$ cat src/rtl/pipe_stim_pkg.sv
// Shared types, LFSR constants and golden function for the pipeline stimulus checker.
package pipe_stim_pkg;

    localparam int unsigned W      = 5;
    localparam int unsigned LFSR_W = 25;

    // Galois right-shift feedback mask for x^25 + x^22 + 1
    localparam logic [LFSR_W-1:0] LFSR_TAPS = 25'h1200000;

    typedef enum logic [1:0] {
        IDLE  = 2'd0,
        ISSUE = 2'd1,
        DRAIN = 2'd2,
        DONE  = 2'd3
    } state_t;

    // Operand vector; packing order matches the LFSR field mapping (a in the low bits)
    typedef struct packed {
        logic [W-1:0] e;
        logic [W-1:0] d;
        logic [W-1:0] c;
        logic [W-1:0] b;
        logic [W-1:0] a;
    } vec_t;

    // Golden result of the DUT pipeline, modulo 2^W on every step
    function automatic logic [W-1:0] exp_f(input logic [W-1:0] a, input logic [W-1:0] b,
                                           input logic [W-1:0] c, input logic [W-1:0] d,
                                           input logic [W-1:0] e);
        logic [W-1:0] sum_ab;
        logic [W-1:0] sum_cd;
        logic [W-1:0] diff;
        sum_ab = a + b;
        sum_cd = c + d;
        diff   = sum_ab - sum_cd;
        return diff & e;
    endfunction

endpackage

$ cat src/rtl/pipe_stim_lfsr.sv
// 25-bit maximal-length Galois LFSR; load has priority over advance, a zero seed becomes 1.
module pipe_stim_lfsr
    import pipe_stim_pkg::*;
#(
    parameter logic [LFSR_W-1:0] SEED = 25'h0000001
) (
    input  logic              clk,
    input  logic              load,
    input  logic              adv,
    output logic [LFSR_W-1:0] st
);

    localparam logic [LFSR_W-1:0] SEED_FIX = (SEED == '0) ? LFSR_W'(1) : SEED;

    // Reload on load, otherwise step once per advance request
    always_ff @(posedge clk) begin
        if (load) begin
            st <= SEED_FIX;
        end else if (adv) begin
            st <= st[0] ? ((st >> 1) ^ LFSR_TAPS) : (st >> 1);
        end
    end

endmodule

$ cat config.mk
export PLATFORM = sky130hd
export DESIGN_NAME = pipe_stim_lfsr
export DESIGN_NICKNAME = d
export VERILOG_FILES = /design/src/rtl/pipe_stim_pkg.sv /design/src/rtl/pipe_stim_lfsr.sv
export SDC_FILE = /design/constraint.sdc
export NUM_CORES = 1
export LEC_CHECK = 0
export BUFFER_PORTS_ARGS = -buffer_cell sky130_fd_sc_hd__buf_2
export CORE_MARGIN = 2
export CORE_UTILIZATION = 28
export DETAILED_ROUTE_END_ITERATION = 10
export PLACE_DENSITY = 0.46
export SLEW_MARGIN = 20
export SYNTH_ARGS = -nofsm -noshare
export SYNTH_HDL_FRONTEND = slang
export SYNTH_SLANG_ARGS = --single-unit
$ cat constraint.sdc
create_clock -name clk -period 0.9 [get_ports clk]
set_input_delay 0.09 -clock clk [delete_from_list [all_inputs] [get_ports clk]]
set_output_delay 0.09 -clock clk [all_outputs]
set_load 0.01 [all_outputs]
Yosys cells after proc, flatten, opt, wreduce, memory -nomap -nowiden. Cells that the tools add are included.

Register bits after elaboration: 25. Bits of input ports: 3. Word-level logic and storage cells: 3.

Mux-type cells: 1. Bitwise gates (word level): 1.

Operators with widths (number): $mux 25 (1); $not 1->2 (1).

Logic depth before layout (Yosys ltp). Gate-level depths: netlist (run 1).

Depth after elaboration: 2. Depth in mapped cells: 4. Mapped depth without buffers: 2.

Least setup slack after synthesis (run 1). No wires, ideal clock.

Path type: register to register. Start: reg, netlist name st[0]. End: reg st[0]. Setup time: 0.120 ns. Data arrival time: 0.682 ns. Slack: 0.098 ns. Cell stages (with the launch flop): 3. Buffers on the path: 0. Period minus slack after synthesis: 0.802 ns. Cells stage by stage: dfxtp_1 -> nor2b_1 -> a211o_1.

RTL lines: to (signal assigned) (line pipe_stim_lfsr.sv:20) `st <= st[0] ? ((st >> 1) ^ LFSR_TAPS) : (st >> 1);`; to (decl) (line pipe_stim_lfsr.sv:10) `output logic [LFSR_W-1:0] st`.

Final worst setup path (run 1).
Start: reg st[0]. End: out st[0].

No word-level cell between the ends.

==> results.ini, run 1 <==
[min_path]
hp-class=in2reg
worstHoldPathCells=2

[worst_setup_path]
reg2reg_depth=3
cp_data_required_time_ns=0.81
crit_chain=buf_6
worstReg2RegEnd=st[21]
crit-reg2reg-launch=st[0]
crit_cells=1
path_max_fanout=3
crit_family=flip-flops
cp-startpoint=st[0]
regToRegSetupSlack_ns=0.03
crit_buf_inv=1
endpoint=st[0]
cp-start-kind=flip-flop
critical_path_class=reg2out
critical-path-slowest-cell=dfxtp_2
max_stage_delay_ns=0.38
end_kind=primary output
cp.arrival_ns=0.80

[synthesis]
synth_fp_nets=85
syn_inst=82
syn_area_sq_um=924.6
ys_warn_count=0
avgSynthCellArea_sq_um=11.28
yosys.cell_types.count=12
ys_seq_area_share_pct=54.13
ys_seq_elements=25

[timing]
worst_clock_skew_ns=0.009707
tns_ns=0
slew_headroom_pct=80.40
finalCriticalPeriod_ns=0.8879
worst_pin_slew_ns=0.2940
rsz0062_at_grt=yes
setup_viol=0
period_share_pct=98.65
slew_viol_final=0
max_freq_mhz=1126
final_hold_viol_count=0

[global_routing]
grt-ovfl-total=0
grt_max_degree=17
grt_first_pass_wirelength_um=3049
grt_pass1_vias=719
grt_antenna_before_repair=0
grt_use_total_pct=10.89

[place]
place_area_sq_um=1097
place_inst=150
hpwlAfterDp_um=1174
portBuffers=27
place_congestion=0.6583

[detailed_routing]
drc=0
drtIter0Drc=6
drt_wl_total_um=1883
wire_per_inst_um=10.58
firstDrtPassIters=3
postRouteAntennaNets=0
vias=734
via_per_inst=4.124

[outcome]
status=completed

[clock_tree]
cts_buffers=3
clock_latency_ns=0.31
htreeDepth=1
cts_tree=yes
clk_pin_slew_ns=0.14
cts_buffer_depth=2
root_buffer=clkbuf_4
cts_sinks=25

[pwr]
cellPowerDensity_nw_per_um2=1225
power.total_uw=1832
leakage_uw=0.0007229
ir_drop_mv=0.3821

[floorplanning]
ioPinCount=28
die_h_um=61.47
start_util_pct=29.80
dieArea_sq_um=3778
core_sq_um=3103
num_rows=20
die_x_um=61.47

[layout]
final_area_sq_um=1495
n_fill_cell=322
fin_util_pct=48.19
finalNonFillerCells=178
fin_nets=138
largest_register_ffs=25
drive_gt1_share_pct=63.43
areaGrowthSynthToFinish_pct=61.70
n_antenna_cell=0
regMostFlops=st
mostFrequentLayoutCells=buf_6, buf_4, dfxtp_2
largestRegisters=st (25)

[flow_run]
drv_cap=0

cell families after synthesis:
group / count (synthesis) / synth area share, %
DFF: 25 / 54.13
and+or+nand+nor: 25 / 10.69
muxes: 23 / 24.90
buffers and inverters: 6 / 7.036
AOI/OAI and AO/OA: 2 / 2.300
xor gates and xnor gates: 1 / 0.9474
routing by layer:
metal,up-vias,share of wire [%],GRT usage [%]
li1,377,-,-
met1,342,44,12.69
met2,13,51,19.15
met3,2,3.7,1.891
met4,0,1.4,5.471
met5,-,0,0
final cells by class:
class | instances | area [sq um] | area share, %
clock buffers | 3 | 22.52 | 1.506
well taps | 44 | 55.05 | 3.682
clock inverters | 1 | 7.507 | 0.5021
multi-input cells | 51 | 359.1 | 24.02
repair buffers | 54 | 519.2 | 34.73
flip-flops and latches | 25 | 531.8 | 35.56
Yosys cell counts, drive strengths merged:
| library cell | n | area, sq um |
|---|---|---|
| dfxtp | 25 | 500.5 |
| clkbuf | 1 | 3.750 |
| nor2 | 24 | 92.59 |
| nor2b | 1 | 6.260 |
| mux2i | 23 | 230.2 |
| a211o | 1 | 8.760 |
| a211oi | 1 | 12.51 |
| buf | 5 | 61.31 |
| xnor2 | 1 | 8.760 |
metrics by stage:
step           setup slack, ns  hold WS [ns]
3_5_place_dp            0.1061        0.4559
3_3_place_gp            0.1099        0.4558
4_1_cts              -0.004241        0.1106
2_1_floorplan          0.09816        0.3153
5_1_grt               -0.02766        0.1249
6_report               0.01214        0.1204
worst min-delay path by stage:
stage / start / to / slack (ns)
floorplan: load / st[21] / 0.32
global placement: load / st[6] / 0.46
detailed placement: load / st[11] / 0.46
CTS: load / st[1] / 0.11
global route: load / st[23] / 0.12
finish: load / st[1] / 0.12
power by group:
group	switching, uW	total, uW	internal (uW)
clock	330	500	169
sequential	12.7	1140	1130
combinational	84.9	193	108
total	428	1830	1400
repair_timing:
action / 4_1_cts / 5_1_grt
pin swaps: 0 / 1
setup buffers: 23 / 1
hold endpoints to repair: 0 / 0
endpoints found under the setup margin: 25 / 26
cloned: 0 / 0
hold buffers: 0 / 0
gates resized for setup: 32 / 18
Note: power is estimated with default switching activity, not from simulation.
==> inputs of run 2 (changes only) <==
==> constraint.sdc (replaced) <==
create_clock -name clk -period 0.9 [get_ports clk]
set_input_delay 0.135 -clock clk [delete_from_list [all_inputs] [get_ports clk]]
set_output_delay 0.135 -clock clk [all_outputs]
set_load 0.01 [all_outputs]
==> run 2 against run 1 <==
- the flow now finishes with violations (setup timing)
- total power down 0.61%
- count of clock-buffer cells in the layout up 1
- setup slack worse by 0.040 ns
- critical path depth up 2
- final area up 1.3%
- critical endpoint is now st[0]
- largest cell class is now buffers
- highest routed layer unchanged
==> results.ini, run 2 (synthesis gave the netlist of run 1 again) <==
[global_routing]
grt_max_degree=15
grt_pass1_vias=765
grt_first_pass_wirelength_um=3332
grt_use_total_pct=12.21
grt_antenna_before_repair=0
grt-ovfl-total=0

[pwr]
p_seq_share_pct=62.5
cellPowerDensity_nw_per_um2=1202
leakage_uw=0.0007390
pwr-share-clk_pct=26.4
p_comb_share_pct=11.1
power.switching_uw=407.8
intPower_uw=1413
ir_drop_mv=0.4981
p_sw_share_pct=22.40

[flow_run]
drv_cap=0

[floorplanning]
start_util_pct=29.80
dieArea_sq_um=3778
ioPinCount=28
die_x_um=61.47
core_sq_um=3103
die_h_um=61.47
num_rows=20

[worst_setup_path]
cp-start-kind=flip-flop
crit_buf_inv=1
end_kind=flip-flop
critical_path_class=reg2reg
cp_data_required_time_ns=1.11
cp-startpoint=st[0]
cp.arrival_ns=1.14
crit_family=flip-flops
crit-reg2reg-launch=st[0]
critical-path-slowest-cell=dfxtp_2
crit_chain=buf_4 -> nor2b_1 -> a211o_1
max_stage_delay_ns=0.35
path_max_fanout=3

[layout]
n_fill_cell=320
largest_register_ffs=25
final_common_cell=buf_4
mostFrequentLayoutCells=buf_4, buf_6, dfxtp_2
n_antenna_cell=0
multi_input_comb_area_sq_um=359.1
largestRegisters=st (25)
final-seq-area_sq_um=531.8
finalNonFillerCells=181
areaGrowthSynthToFinish_pct=63.73
drive_gt1_share_pct=63.50
fin_nets=141
regMostFlops=st

[outcome]
status=complete, but fails checks
violations=setup timing

[timing]
slew_viol_final=0
worst_pin_slew_ns=0.1382
max_freq_mhz=1078
period_share_pct=103.1
hold_ws_ns=0.04511
finalCriticalPeriod_ns=0.9275
rsz0062_at_grt=yes
setup_viol=12
worst_clock_skew_ns=0.003333
final_hold_viol_count=0
slew_headroom_pct=90.52
layout_setup_ws_ns=-0.02753

[clock_tree]
cts_tree=yes
cts_sinks=25
ctsHoldBuffers=0
clock_latency_ns=0.30
htreeDepth=1
clk_pin_slew_ns=0.12
cts_buffer_depth=2
cts_buffers=3
root_buffer=clkbuf_4

[place]
portBuffers=27
place_ws_ns=0.06532
hpwlAfterDp_um=1209
place_inst=152
place_congestion=0.6930

[detailed_routing]
drc=0
met2RoutedLength_um=1036
drtIter0Drc=6
vias=741
postRouteAntennaNets=0
firstDrtPassIters=2
drt_wl_total_um=1987
wirelength_met1_um=852
dr_wl_met3_um=71
routed.top_layer=met4
via_per_inst=4.094
wire_per_inst_um=10.98

[min_path]
hold_path_startpoint=load
hp-class=in2reg

run 2: cell count changes in the layout (fill, tap and decap cells not counted):
| cell | change |
|---|---|
| buf_4 | +3 |
| clkbuf_1 | +1 |
| clkinvlp_4 | -1 |
run 2: through the flow:
stage	instance area (sq um)	power, uW	utilization (%)	setup TNS, ns
6_report	1514	1820	48.79	-0.05851
3_5_place_dp	1112	1316	35.85	0
2_1_floorplan	924.6	1278	-	0
5_1_grt	1514	1937	48.79	-1.490
4_1_cts	1506	1857	48.55	-0.5232
3_3_place_gp	1112	1315	35.85	0
run 2: repair_timing:
item,4_1_cts,5_1_grt
setup endpoints to repair,25,27
setup buffers,24,1
endpoints found under the hold margin,0,0
cloned,0,0
resized for setup,50,0
pin swaps,1,0
run 2: final timing paths:
path                end  slack, ns  cells after the start
setup / recovery  st[0]      -0.03                      3
setup reg to reg  st[0]      -0.03                      3
hold / removal    st[0]       0.05                      2
hold reg to reg   st[0]       0.58                      2
run 2: worst register-to-register path, cell delays in order (launching register included):
cell     delay (ns)
dfxtp_2        0.35
buf_4          0.14
nor2b_1        0.13
a211o_1        0.21
run 2: cell type report:
type	instances	share of cell area, %
repair buffers	57	35.79
flip-flops and latches	25	35.12
multi-input cells	51	23.72
well taps	44	3.636
clock buffers	4	1.736
run 2: power groups by stage:
stage	combinational [uW]	sequential (uW)	clock, uW
final	202	1140	481
after global routing	221	1140	575
after CTS	203	1140	516
after detailed placement	153	1160	0
after global placement	152	1160	0
after floorplan	108	1170	0
run 2: per-layer routing:
layer | track usage (%) | vias to the layer above
met5 | 0 | -
met3 | 2.731 | 2
met1 | 14.65 | 347
met4 | 7.295 | 0
met2 | 19.91 | 13
li1 | - | 379
==> inputs of run 3 (changes only) <==
- TNS_END_PERCENT: unset -> 50
- clock period: 0.9 -> 1.1 ns (I/O delays scaled with it)
==> run 3 against run 2 <==
- largest power group unchanged
- final area fell by 28%
- critical path type is now reg2out
- register-to-register slack gained 0.32 ns
- the flow now finishes without violations
- non-clock buffer count down 29
- total power decreased by 22%
- routed wire length decreased by 21%
- setup slack better by 0.086 ns
- first-iteration DRC count grew to 4.3 times the previous value
- sequential cell count is the same
- clock power down 19%
- count of clock-buffer cells in the layout is the same
==> results.ini, run 3 (synthesis gave the netlist of run 1 again) <==
[outcome]
status=completed

[layout]
fin_util_pct=35.32
areaGrowthSynthToFinish_pct=18.54
regMostFlops=st
final_common_cell=buf_2
drive_gt1_share_pct=30.56
largest_register_ffs=25
fin_nets=112
largestRegisters=st (25)
multi_input_comb_area_sq_um=359.1
mostFrequentLayoutCells=buf_2, dfxtp_1, mux2i_1, nor2_1, clkbuf_4
n_fill_cell=347
n_antenna_cell=0
final-seq-area_sq_um=500.5

[floorplanning]
die_x_um=61.47
num_rows=20
die_h_um=61.47
ioPinCount=28
start_util_pct=29.80
core_sq_um=3103
dieArea_sq_um=3778

[detailed_routing]
drc=0
via_per_inst=4.118
firstDrtPassIters=3
postRouteAntennaNets=0
wire_per_inst_um=10.34
drt_wl_total_um=1572
drtIter0Drc=26
vias=626

[worst_setup_path]
cp-start-kind=flip-flop
crit_chain=buf_2
path_max_fanout=4
worstReg2RegEnd=st[0]
regToRegSetupSlack_ns=0.29
crit_buf_inv=1
max_stage_delay_ns=0.42
end_kind=primary output
cp.arrival_ns=0.88
reg2reg_depth=2
critical_path_class=reg2out
crit-reg2reg-launch=st[0]
cp_data_required_time_ns=0.94
critical-path-slowest-cell=dfxtp_1
crit_family=flip-flops

[place]
portBuffers=27
place_ws_ns=0.2149
place_congestion=0.6690
hpwlAfterDp_um=1061

[timing]
worst_clock_skew_ns=0.006823
setup_viol=0
slew_headroom_pct=70.21
slew_viol_final=0
finalCriticalPeriod_ns=1.042
period_share_pct=94.69
worst_pin_slew_ns=0.4469
rsz0062_at_grt=no
max_freq_mhz=960.0
layout_setup_ws_ns=0.05836
final_hold_viol_count=0
tns_ns=0

[clock_tree]
htreeDepth=1
root_buffer=clkbuf_4
cts_tree=yes
cts_sinks=25
cts_buffer_depth=2
cts_buffers=3
clk_pin_slew_ns=0.13
clock_latency_ns=0.30
ctsHoldBuffers=0
post_cts_buffers=0
cts_resized=0

[global_routing]
grt_antenna_before_repair=0
grt_use_total_pct=9.279
grt_first_pass_wirelength_um=2559
grt_pass1_vias=581
grt_max_degree=28
grt-ovfl-total=0

[pwr]
leakage_uw=0.0005508
ir_drop_mv=0.3729
cellPowerDensity_nw_per_um2=1301
power.total_uw=1426

[min_path]
hold_path_startpoint=load
min_to=st[13]
worstHoldPathCells=2
hp-class=in2reg

[flow_run]
drv_cap=0

==> run 3: changes by cell type in the layout (fill, tap and decap cells not counted), sizes merged <==
cell  change
buf      -29
==> run 3: cell type report <==
cell class,count,area share (%)
timing repair buffer,28,14.16
sequential,25,45.66
clock buffer,4,2.397
multi-input combinational,51,32.76
tap,44,5.023
==> run 3: per-stage QoR <==
step	hold slack (ns)	cell area [sq um]	std cells
floorplan	0.3903	924.6	82
global placement	0.4952	1070	148
detailed placement	0.4791	1070	148
CTS	0.2712	1096	152
global route	0.2826	1096	152
finish	0.2731	1096	152
==> run 3: where the power goes <==
part,total [uW],internal (uW),switching (uW)
Clock,389,141,248
Combinational,106,48.1,57.8
Sequential,931,919,11.3
Total,1430,1110,317
==> run 3: worst max-delay path by stage <==
stage	start	to	slack, ns	cells after the start
final	st[0]	st[0]	0.06	1
after global routing	st[0]	st[0]	0.002	1
after CTS	st[0]	st[0]	0.04	1
after detailed placement	adv	st[15]	0.21	4
after global placement	adv	st[10]	0.22	4
after floorplan	st[0]	st[0]	0.30	2
==> run 3: routing by layer <==
layer	share of wire, %	track usage, %
met4	1.7	6.383
met1	48	11.35
met2	45	13.98
met3	5.1	2.731
met5	0	0
